$ cat src/rtl/wieg_pkg.sv
// rtl/wieg_pkg.sv - shared types, widths and helpers for the cradle rocking controller
package wieg_pkg;

    localparam int LEVEL_W = 3;
    localparam int CNT_W   = 4;

    typedef enum logic [2:0] {
        S_IDLE  = 3'd0,
        S_RUN   = 3'd1,
        S_DONE  = 3'd2,
        S_ALARM = 3'd3,
        S_FAULT = 3'd4
    } state_t;

    typedef enum logic [1:0] {
        V_STIJGEN = 2'd0,
        V_GELIJK  = 2'd1,
        V_DALEN   = 2'd2
    } verdict_t;

    // Counters hold at all-ones instead of wrapping.
    function automatic logic [CNT_W-1:0] sat_inc(input logic [CNT_W-1:0] v);
        return (v == '1) ? v : v + CNT_W'(1);
    endfunction

endpackage

$ cat src/rtl/stress_venster.sv
// rtl/stress_venster.sv - evaluation window accumulating per-tick stress verdicts
module stress_venster
    import wieg_pkg::*;
#(
    parameter int EVAL_TICKS = 8
) (
    input  logic     clk,
    input  logic     reset,
    input  logic     clear,
    input  logic     enable,
    input  logic     slow,
    input  logic     gedaald,
    input  logic     gelijk,
    output logic     verdict_valid,
    output verdict_t verdict
);

    logic [CNT_W-1:0] tick_q, tick_d;
    logic [CNT_W-1:0] dal_q, dal_d;
    logic [CNT_W-1:0] gel_q, gel_d;
    logic [CNT_W-1:0] dal_n, gel_n;
    logic             step;
    logic             last;

    // Fold the current tick into the counts; the closing tick's verdict includes it.
    always_comb begin
        step          = slow && enable;
        dal_n         = gedaald ? sat_inc(dal_q) : dal_q;
        gel_n         = (!gedaald && gelijk) ? sat_inc(gel_q) : gel_q;
        last          = step && (tick_q == CNT_W'(EVAL_TICKS - 1));
        verdict_valid = last && !clear;

        if ({dal_n, 1'b0} >= (CNT_W + 1)'(EVAL_TICKS)) begin
            verdict = V_DALEN;
        end else if ({gel_n, 1'b0} >= (CNT_W + 1)'(EVAL_TICKS)) begin
            verdict = V_GELIJK;
        end else begin
            verdict = V_STIJGEN;
        end

        tick_d = tick_q;
        dal_d  = dal_q;
        gel_d  = gel_q;
        if (clear || last) begin
            tick_d = '0;
            dal_d  = '0;
            gel_d  = '0;
        end else if (step) begin
            tick_d = sat_inc(tick_q);
            dal_d  = dal_n;
            gel_d  = gel_n;
        end
    end

    // Window counter registers.
    always_ff @(posedge clk) begin
        if (reset) begin
            tick_q <= '0;
            dal_q  <= '0;
            gel_q  <= '0;
        end else begin
            tick_q <= tick_d;
            dal_q  <= dal_d;
            gel_q  <= gel_d;
        end
    end

endmodule

$ cat src/rtl/wieg_regelaar.sv
// rtl/wieg_regelaar.sv - closed-loop rocking intensity controller for the cradle motor
module wieg_regelaar
    import wieg_pkg::*;
#(
    parameter int EVAL_TICKS   = 8,
    parameter int START_LEVEL  = 3,
    parameter int MAX_LEVEL    = 7,
    parameter int CALM_WINDOWS = 3,
    parameter int FAIL_WINDOWS = 4,
    parameter int ERR_TICKS    = 3
) (
    input  logic               clk,
    input  logic               reset,
    input  logic               slow,
    input  logic               start,
    input  logic               stop,
    input  logic               gedaald,
    input  logic               gelijk,
    input  logic               error,
    output logic [LEVEL_W-1:0] level,
    output logic               motor_en,
    output logic               klaar,
    output logic               alarm,
    output logic               fault,
    output logic [2:0]         state
);

    state_t               state_q, state_d;
    logic [LEVEL_W-1:0]   level_q, level_d;
    logic [CNT_W-1:0]     calm_q, calm_d, fail_q, fail_d, err_q, err_d;
    logic [CNT_W-1:0]     calm_n, fail_n, err_n;
    logic                 klaar_q, klaar_d;
    logic                 motor_en_q, alarm_q, fault_q;
    logic                 win_clear;
    logic                 verdict_valid;
    verdict_t             verdict;

    stress_venster #(
        .EVAL_TICKS (EVAL_TICKS)
    ) u_venster (
        .clk           (clk),
        .reset         (reset),
        .clear         (win_clear),
        .enable        (state_q == S_RUN),
        .slow          (slow),
        .gedaald       (gedaald),
        .gelijk        (gelijk),
        .verdict_valid (verdict_valid),
        .verdict       (verdict)
    );

    // Next state, intensity and loop counters; stop and fault take precedence over verdicts.
    always_comb begin
        state_d   = state_q;
        level_d   = level_q;
        calm_d    = calm_q;
        fail_d    = fail_q;
        err_d     = err_q;
        klaar_d   = 1'b0;
        win_clear = 1'b0;
        calm_n    = sat_inc(calm_q);
        fail_n    = sat_inc(fail_q);
        err_n     = error ? sat_inc(err_q) : '0;

        case (state_q)
            S_IDLE, S_DONE: begin
                if (stop) begin
                    state_d = S_IDLE;
                end else if (start) begin
                    state_d   = S_RUN;
                    level_d   = LEVEL_W'(START_LEVEL);
                    calm_d    = '0;
                    fail_d    = '0;
                    err_d     = '0;
                    win_clear = 1'b1;
                end
            end
            S_RUN: begin
                if (stop) begin
                    state_d   = S_IDLE;
                    level_d   = '0;
                    calm_d    = '0;
                    fail_d    = '0;
                    err_d     = '0;
                    win_clear = 1'b1;
                end else if (slow) begin
                    err_d = err_n;
                    if (err_n >= CNT_W'(ERR_TICKS)) begin
                        state_d = S_FAULT;
                        level_d = '0;
                    end else if (verdict_valid) begin
                        if (verdict == V_DALEN) begin
                            fail_d = '0;
                            err_d  = '0;
                            calm_d = calm_n;
                            if (calm_n >= CNT_W'(CALM_WINDOWS)) begin
                                calm_d  = '0;
                                level_d = level_q - LEVEL_W'(1);
                                if (level_q == LEVEL_W'(1)) begin
                                    state_d = S_DONE;
                                    klaar_d = 1'b1;
                                end
                            end
                        end else begin
                            calm_d = '0;
                            if (level_q == LEVEL_W'(MAX_LEVEL)) begin
                                fail_d = fail_n;
                                if (fail_n >= CNT_W'(FAIL_WINDOWS)) begin
                                    state_d = S_ALARM;
                                end
                            end else if (verdict == V_STIJGEN) begin
                                level_d = level_q + LEVEL_W'(1);
                            end
                        end
                    end
                end
            end
            S_ALARM, S_FAULT: begin
                if (stop) begin
                    state_d = S_IDLE;
                    level_d = '0;
                    calm_d  = '0;
                    fail_d  = '0;
                    err_d   = '0;
                end
            end
            default: begin
                state_d = S_IDLE;
                level_d = '0;
            end
        endcase
    end

    // State, counters and registered outputs.
    always_ff @(posedge clk) begin
        if (reset) begin
            state_q    <= S_IDLE;
            level_q    <= '0;
            calm_q     <= '0;
            fail_q     <= '0;
            err_q      <= '0;
            klaar_q    <= 1'b0;
            motor_en_q <= 1'b0;
            alarm_q    <= 1'b0;
            fault_q    <= 1'b0;
        end else begin
            state_q    <= state_d;
            level_q    <= level_d;
            calm_q     <= calm_d;
            fail_q     <= fail_d;
            err_q      <= err_d;
            klaar_q    <= klaar_d;
            motor_en_q <= (state_d == S_RUN) || (state_d == S_ALARM);
            alarm_q    <= (state_d == S_ALARM);
            fault_q    <= (state_d == S_FAULT);
        end
    end

    assign level    = level_q;
    assign motor_en = motor_en_q;
    assign klaar    = klaar_q;
    assign alarm    = alarm_q;
    assign fault    = fault_q;
    assign state    = state_q;

endmodule

$ cat config.mk
export PLATFORM = sky130hd
export DESIGN_NAME = wieg_regelaar
export DESIGN_NICKNAME = d
export VERILOG_FILES = /design/src/rtl/wieg_pkg.sv /design/src/rtl/stress_venster.sv /design/src/rtl/wieg_regelaar.sv
export SDC_FILE = /design/constraint.sdc
export NUM_CORES = 1
export LEC_CHECK = 0
export CORE_ASPECT_RATIO = 1.4
export CORE_UTILIZATION = 50
export DETAILED_ROUTE_END_ITERATION = 7
export PLACE_DENSITY = 0.82
export SYNTH_ARGS = -nofsm -noshare
export SYNTH_HDL_FRONTEND = slang
export SYNTH_SLANG_ARGS = --single-unit
$ cat constraint.sdc
create_clock -name clk -period 6.2 [get_ports clk]
set_input_delay 0.93 -clock clk [delete_from_list [all_inputs] [get_ports clk]]
set_output_delay 0.93 -clock clk [all_outputs]
set_load 0.02 [all_outputs]
==> metrics.md, run 1 <==
| Metric | Value |
|---|---|
| Synth top area cells | dfxtp_1 33%, ha_1 6.1%, nand2_1 4.4%, a21oi_1 3.7%, nor2_1 3.1% |
| Largest net degree at the start of global routing | 22 |
| FF-to-FF Start | err_q[0]$_SDFFE_PP0P_ |
| Worst setup path start | stop |
| Worst hold-check path type | register to register |
| FP Rows | 27 |
| Ant. Diodes | 0 |
| Worst-margin pin slew | 1050 ps |
| CTS tree | built |
| Post-synthesis mux area share | under 10% |
| FMAX | ~320 MHz |
| Critical path startpoint category | input port |
| DRC viols | 0 |
| Seq/Total Area, Yosys | around 33% |
| IO buf count | 17 |
| CP max stage cell | o221ai_1 |
| Fin crit share | about half |
| Die Area | between 4000 and 5000 µm² |
| Met2 layer usage reported by global route | 40.24% |
| CTS resizes | 0 |
| Placer Congestion | about 0.86 |
| Clk_lat worst skew | approximately 290 ps |
| Yosys top cell by area | dfxtp_1 |
| Critical path data required time | between 6000 and 7000 ps |
| Synth async-reset ratio | 0% |
| Worst setup margin | just over 3000 ps |
| Max_cap viols | 0 |
| Synth Area in Adders | under 10% |
| CTS H-Tree Depth | 2 |
| Maximum vdd drop | 0.0001987 V |
| XOR/XNOR share of the synthesized area | 2.151% |
| Initial Util | 51.95% |
| Post-DP HPWL | between 3000 and 4000 µm |
| Gr usage total | between 20% and 30% |
| Die span in x | between 50 and 60 µm |
| Vias in the first global route | between 1.5k and 2k |
| Met3 usage | 5.000% |
| Worst slew margin | ~30% |
| Commonest cells post-synth | 34 x dfxtp_1, 24 x nand2_1, 17 x nor2_1 |
| CTS Buf Count | 5 |
| Peak-usage layer in the global routing report | met2 |
| Library cells used by synthesis | 60 |
| Synthesized instance count | 240 |
| Crit path max-delay family | compound AO/OA/AOI/OAI gates |
| Worst Setup End Kind | register |
| Final hold viol count | 0 |
| 1st-pass router iterations | 4 |
| DR vias | ~1.8k |
| Hold_sp | calm_q[3]$_SDFFE_PP0P_ |
| Avg Inst Size Synth | 8.482 µm² |
| Compound-Gate Fraction of Synth Area | about 23% |
| Crit path largest cell delay | ~800 ps |
| Reg clk slew, reported paths | roughly 70 ps |
| Crit path DAT | ~3300 ps |
| Clock Path Buffers | 2 |
| Run status | completed |
| Cell Pwr Density | 224.6 nW/µm² |
| Worst Setup Path Type | input port to register |
| Fill count | roughly 340 |
| Synth Register Bits | 34 |
| Post-synthesis cell area | between 2000 and 2500 µm² |
| Area growth syn-to-layout | 15.61% |
| Simple-gate share of the synthesized area | approximately 28% |
| Worst-path cell chain | clkdlybuf4s50_1, or2_1, o221ai_1, nand2_1, or3_1, a21oi_2 |
| Clk sinks | 34 |
| Setup Skew | 6.163 ps |
| Number of flops mapped to enable cells by yosys | 0 |
| Pre-CTS setup slack | 2798 ps |
| Post-layout util | 60.06% |
| Count leader, synth | dfxtp_1 |
| Nets | between 200 and 300 |
| Largest family of logic cells by synthesized area | simple AND/OR/NAND/NOR gates |
| Top-area cell type share of the netlist area | about 33% |
| Root Driver | clkbuf_8 |
| Main synth FF type | dfxtp_1 |
| DR iter-0 viols | 94 |
| Via/cell ratio | roughly 6 |
| Ports | 18 |
| Crit path max fanout | 15 |
| Setup violation total in the final timing report | 0 |
| Final Slew Violations | 0 |
| Total routed wirelength | ~4500 µm |
| Detail Route Antenna Nets | 0 |
| GR Util met1 | around 23% |
| Share of cells above drive strength 1 | a little under a tenth |
| First-pass GRT wire length | approximately 7600 µm |
| Grt ovf | 0 |
| Die Y | approximately 78 µm |
| Per-cell routed wire length | 15.04 µm |
| Fin crit period | 3103 ps |
| Final TNS setup | 0 ps |
| Initial antenna violation count | 0 |
| RSZ-0062 raised after global routing | false |
| # Post-CTS Setup Buffers | 0 |
| Core area | 3919 µm² |
| Ys Warns | 0 |
| Crit path buf inv count | 1 |
| CTS Hold Bufs | 0 |
| Syn nets | approximately 260 |
| Leakage | 0.8291 nW |
-- worst paths after layout --
kind                                                to  slack, ps  depth (start not counted)
worst max-delay path            fail_q[0]$_SDFFE_PP0P_       3100                          6
worst min-delay path            calm_q[3]$_SDFFE_PP0P_        480                          1
worst max register to register  fail_q[0]$_SDFFE_PP0P_       3800                          6
worst min register to register  calm_q[3]$_SDFFE_PP0P_        480                          1
-- area by class of cell --
cell class / count / area, µm² / area share [%]
Clock inverter: 3 / 68.82 / 2.924
Inverter: 8 / 30.03 / 1.276
Multi-Input combinational cell: 189 / 1281 / 54.44
Clock buffer: 5 / 68.82 / 2.924
Tap cell: 43 / 53.80 / 2.286
Sequential cell: 34 / 680.7 / 28.92
Timing Repair Buffer: 17 / 170.2 / 7.230
-- through the flow --
step	hold slack, ps	total power [mW]	instance area, µm²	instances
final	479.2	0.5285	2354	299
after global routing	489.5	0.5474	2354	299
after CTS	480.3	0.5305	2354	299
after detailed placement	470.1	0.2847	2216	291
after global placement	466.3	0.2831	2216	291
after floorplan	453.6	0.2667	2036	240
-- power by group --
| group | total, mW | internal, mW | switching [mW] |
|---|---|---|---|
| clock | 0.248 | 0.161 | 0.0874 |
| sequential | 0.226 | 0.222 | 0.00456 |
| combinational | 0.0536 | 0.0233 | 0.0303 |
| total | 0.528 | 0.406 | 0.122 |
-- state kept, by name, summed over array words and instances (netlist names) --
name              count
fault                 1
calm_q                4
u_venster.tick_q      4
alarm                 1
u_venster.dal_q       4
fail_q                4
klaar                 1
state                 3
u_venster.gel_q       4
err_q                 4
motor_en              1
level                 3
-- placed cells by master (no fill, tap or decap), types with 7 or more instances in the layout --
| cell type | Yosys | layout |
|---|---|---|
| a211oi_1 | 8 | 8 |
| a21oi_1 | 15 | 15 |
| clkdlybuf4s50_1 | 0 | 17 |
| dfxtp_1 | 34 | 34 |
| ha_1 | 10 | 10 |
| inv_1 | 8 | 8 |
| nand2_1 | 24 | 24 |
| nand2b_1 | 7 | 7 |
| nand3_1 | 9 | 9 |
| nor2_1 | 17 | 17 |
| o21ai_0 | 10 | 10 |
-- cell families (layout without fill, tap and decap cells) --
logic type	count (synthesis)	in the layout
simple gates	102	102
fa+ha+maj	10	10
buf+inv	17	33
flops	34	34
compound gates	65	65
xor+xnor	5	5
mux	7	7
-- metal layers --
| layer | share of wire (%) | wire [µm] |
|---|---|---|
| met1 | 41 | 1832 |
| met2 | 53 | 2391 |
| met3 | 3.8 | 171 |
| met4 | 2.3 | 102 |
| met5 | 0 | 0 |
(Power assumes the default switching activity.)
==> run 2, diff against run 1 <==
--- a/config.mk
+++ b/config.mk
@@ -8,7 +8,7 @@
 export CORE_ASPECT_RATIO = 1.4
 export CORE_UTILIZATION = 50
 export DETAILED_ROUTE_END_ITERATION = 7
-export PLACE_DENSITY = 0.82
+export PLACE_DENSITY = 0.84
 export SYNTH_ARGS = -nofsm -noshare
 export SYNTH_HDL_FRONTEND = slang
 export SYNTH_SLANG_ARGS = --single-unit
==> constraint.sdc (replaced) <==
create_clock -name clk -period 2.53 [get_ports clk]
set_input_delay 0.3795 -clock clk [delete_from_list [all_inputs] [get_ports clk]]
set_output_delay 0.3795 -clock clk [all_outputs]
set_load 0.02 [all_outputs]
==> run 2 against run 1 <==
Effect of this change: die area unchanged; final cell count rose by 2.3%; clock skew about the same; non-clock buffer count up 7; first-iteration DRC count down 19%; sequential power increased by 150%; flip-flop and latch count did not move; worst setup slack worse by 2900 ps; worst hold slack gained 9.6 ps; via count grew 3.5%; global-route usage rose by 0.13 points; routed wire length rose by 0.49%; largest cell class unchanged; largest power group is now sequential cells.
==> metrics.md, run 2 (synthesis results as in run 1) <==
| Metric | Value |
|---|---|
| Die Y | 77.50 µm (unchanged) |
| Placer Congestion | 0.8621 (-0.19%) |
| Fin crit period | 2301 ps |
| Per-cell routed wire length | 14.77 µm (-1.8%) |
| Max_cap viols | 0 (unchanged) |
| Share of cells above drive strength 1 | 11.79% (+2.4 points) |
| Via/cell ratio | 6.206 (+1.1%) |
| CTS resizes | 0 (unchanged) |
| Clk sinks | 34 (unchanged) |
| Worst setup path start | err_q[0]$_SDFFE_PP0P_ |
| Maximum vdd drop | 0.0004009 V (+100%) |
| Vias in the first global route | 1802 (+1.0%) |
| Leakage | 0.8437 nW (+1.8%) |
| Worst Setup End Kind | register |
| Most common cell after layout, fill and taps aside | dfxtp_1 |
| Gr usage total | 21.91% (+0.13 points) |
| CTS H-Tree Depth | 2 (unchanged) |
| DR vias | 1899 (+3.5%) |
| Area growth syn-to-layout | 16.10% |
| Critical path startpoint category | register |
| Crit path DAT | 2530 ps (-810 ps) |
| Nets | 280 (+2.6%) |
| Critical path data required time | 2760 ps (-3670 ps) |
| Worst hold-check path type | register to register |
| Worst-margin pin slew | 614.2 ps (-436.3 ps) |
| CTS Hold Bufs | 0 (unchanged) |
| Reg clk slew, reported paths | 70 ps (about the same) |
| Hold_sp | calm_q[2]$_SDFFE_PP0P_ |
| Fin crit share | about nine tenths |
| 1st-pass router iterations | 4 (unchanged) |
| Worst Setup Path Type | register to register |
| Final hold viol count | 0 (unchanged) |
| Total routed wirelength | 4519 µm (+0.49%) |
| FMAX | around 430 MHz |
| Crit path max fanout | 7 (-8) |
| FP Rows | 27 (unchanged) |
| Post-DP HPWL | 3463 µm (+5.8%) |
| Clock Path Buffers | 2 (unchanged) |
| Initial antenna violation count | 0 (unchanged) |
| Setup violation total in the final timing report | 0 (unchanged) |
| Fill count | 355 (+5.3%) |
| Run status | completed |
| RSZ-0062 raised after global routing | false |
| DRC viols | 0 (unchanged) |
| Ports | 18 (unchanged) |
| Clk_lat worst skew | 290 ps (about the same) |
| DR iter-0 viols | 76 (-19%) |
| Final Slew Violations | 0 (unchanged) |
| Largest net degree at the start of global routing | 13 (-41%) |
| Worst slew margin | 58.52% (+29 points) |
| Post-layout util | 60.31% (+0.26 points) |
| CTS tree | built |
| # Post-CTS Setup Buffers | 0 (unchanged) |
| Die Area | 4334 µm² (unchanged) |
| Cell Pwr Density | 471.6 nW/µm² (+110%) |
| Die span in x | 55.93 µm (unchanged) |
| Core area | 3919 µm² (unchanged) |
| FF-to-FF Start | err_q[0]$_SDFFE_PP0P_ |
| CTS Buf Count | 5 (unchanged) |
| Power, Total | 1.115 mW (+110%) |
| First-pass GRT wire length | 7569 µm (-0.45%) |
| Worst hold-check slack | 488.9 ps (+9.642 ps) |
| Grt ovf | 0 (unchanged) |
| Final TNS setup | 0 ps (unchanged) |
| Detail Route Antenna Nets | 0 (unchanged) |
| IO buf count | 17 (unchanged) |
| Root Driver | clkbuf_8 |
| Initial Util | 51.95% (unchanged) |
| Ant. Diodes | 0 (unchanged) |
| Commonest non-fill, non-tap cells in the layout | 34 x dfxtp_1, 24 x nand2_1, 17 x nor2_1, 17 x clkdlybuf4s50_1, 15 x a21oi_1 |
| Setup Skew | 6.542 ps (+0.3791 ps) |
[run 2: area by class of cell]
class / instances / area, µm² / area share, %
Clock buffer: 6 / 82.58 / 3.494
Tap cell: 43 / 53.80 / 2.276
Inverter: 8 / 30.03 / 1.271
Sequential cell: 34 / 680.7 / 28.80
Multi-Input combinational cell: 189 / 1281 / 54.21
Timing Repair Buffer: 24 / 222.7 / 9.423
Clock inverter: 2 / 12.51 / 0.5294
[run 2: critical path, stage by stage (launching register included)]
cell and delay (ps):
dfxtp_1 410, ha_1 270, nor2b_1 150, o41a_1 520, o31a_1 380, or3_1 370
a21oi_2 130
[run 2: per-layer routing]
metal	part of all wire, %	global-route usage (%)
met1	37	21.10
met2	56	41.45
met3	4.0	5.667
met4	2.6	12.20
met5	0	0
[run 2: per-stage QoR]
step,setup slack [ps],cell area [µm²],cells
CTS,234.9,2364,306
floorplan,346.7,2036,240
global placement,162.0,2268,298
global route,117.8,2364,306
detailed placement,90.28,2268,298
finish,229.1,2364,306
[run 2: path summary, 6_finish.rpt]
kind	end	slack [ps]	cells past startpoint
min	calm_q[2]$_SDFFE_PP0P_	490	1
min reg2reg	calm_q[2]$_SDFFE_PP0P_	490	1
max reg2reg	fail_q[0]$_SDFFE_PP0P_	230	6
max	fail_q[0]$_SDFFE_PP0P_	230	6
[run 2: power breakdown]
part           switching [mW]  internal, mW  total (mW)
logic                  0.0771        0.0632       0.140
clock network           0.201         0.219       0.420
registers              0.0108         0.544       0.555
total                   0.289         0.826        1.11
==> edit: new RTL, config.mk and constraints of run 1 <==
`LEVEL_W`: 3 -> 6.
--- a/src/rtl/wieg_pkg.sv
+++ b/src/rtl/wieg_pkg.sv
@@ -1,7 +1,7 @@
 // rtl/wieg_pkg.sv - shared types, widths and helpers for the cradle rocking controller
 package wieg_pkg;
 
-    localparam int LEVEL_W = 3;
+    localparam int LEVEL_W = 6;
     localparam int CNT_W   = 4;
 
     typedef enum logic [2:0] {
Ports: changed (resized level); port bits go from 18 to 21. The function was not compared with the original's and may differ.
==> edit against run 1 <==
Area after synthesis up 13%. Sequential cell count grew 3. Worst setup slack worse by 0.16 ns. Final area increased by 12%. Power down 3.3%. Sequential share of layout area decreased by 0.76 points. Maximum frequency shrank 4.9%. Wire length rose by 16%. Highest routed layer unchanged.
==> edit: results (changes against run 1) <==
metric,value,unit,change
r2r_end,level[2],,
use_met1,26.88,%,+4.0 points
grt.met3_usage,4.673,%,-0.33 points
path_delay_family,simple AND/OR/NAND/NOR gates,,
wirelength,5.233,mm,+16%
grt_max_degree,17,,-23%
layout-drive-gt1-share,6.507,%,-2.9 points
finalNonFillerCells,352,,+18%
antenna_found_initial,0,,unchanged
place_area,2514,um^2,+13%
syn_nets,291,,+13%
grt_pass1_wl,8.970,mm,+18%
cp.arrival,3.45,ns,+0.11 ns
r2r_slack,3.57,ns,-0.23 ns
critPathMaxFanout,9,,-6
critPathMaxStageDelay,0.59,ns,-0.22 ns
finalClockSkew,0.006380,ns,+0.0002167 ns
synth.distinct_cells,67,,+12%
outcome,completed,,
grt_usage,24.27,%,+2.5 points
drt_iter0_markers,115,,+22%
ys_seq_area_share,32.30,%,-1.1 points
wl_met2,2.688,mm,+12%
grt_pass1_vias,2064,,+16%
placed_cells,344,,+18%
timing.rr.start,state[0],,
routed-wl-met3,245,um,+43%
syn_area_per_cell,8.370,um^2,-1.3%
avgViaCountPerCell,6.190,,+0.87%
crit_slowest_cell,nor4b_4,,
leakagePower,0.9346,nW,+13%
synthTopCellsByCount,"dfxtp_1, nand2_1, nor2_1",,
portBuffers,20,,+3
root_buffer,clkbuf_8,,
pre_cts_slack,2.692,ns,-0.1055 ns
finalHoldWorstSlack,0.4750,ns,-0.004239 ns
vdd_drop_max,0.1301,mV,-35%
netlist_top_cells_area,"dfxtp_1, ha_1, nand3_1",,
wl_met1,2.145,mm,+17%
dp_hpwl,3.865,mm,+18%
edit: cell count changes in the layout (fill, tap and decap cells not counted), moves of 4 or more:
cell      change
nand3_1      +12
nor2_1        +6
a21oi_1       +5
a211oi_1      -4
nand3b_1      +4
edit: worst reg2reg max path, stage by stage (launching register included):
cell     delay [ns]
dfxtp_1        0.62
nor4b_4        0.54
nand2_1        0.18
or3_1          0.42
a41o_4         0.34
a22o_1         0.24
a22o_1         0.18
edit: how the worst max path moves through the flow:
| stage | startpoint | to | slack (ns) |
|---|---|---|---|
| after floorplan | stop | level[2] | 3.36 |
| after global placement | stop | level[2] | 2.78 |
| after detailed placement | stop | level[2] | 2.69 |
| after CTS | stop | level[2] | 2.99 |
| after global routing | stop | level[5] | 2.82 |
| final | stop | level[2] | 2.94 |
edit: kinds of logic (layout without fill, tap and decap cells):
kind of cell	count (synthesis)	after routing	share of synthesized area, %
AND/OR/NAND/NOR	121	121	29.90
adder cells (fa/ha/maj)	9	9	4.910
flip-flops	37	37	32.30
AO/OA/AOI/OAI	77	77	25.21
multiplexers	4	4	1.800
XOR/XNOR	4	4	1.528
buffers and inverters	22	40	4.364
edit: power by group:
group          switching, W  internal, W  total (W)
Combinational     0.0000308    0.0000207  0.0000515
Clock             0.0000839     0.000131   0.000215
Sequential       0.00000427     0.000240   0.000244
Total              0.000119     0.000392   0.000511
edit: cell type report:
| type | instances | area (um^2) |
|---|---|---|
| multi-input combinational | 215 | 1453 |
| sequential | 37 | 740.7 |
| tap | 60 | 75.07 |
| timing repair buffer | 20 | 200.2 |
| inverter | 12 | 45.04 |
| clock inverter | 1 | 30.03 |
| clock buffer | 7 | 86.33 |
| fill | 380 | 1679 |
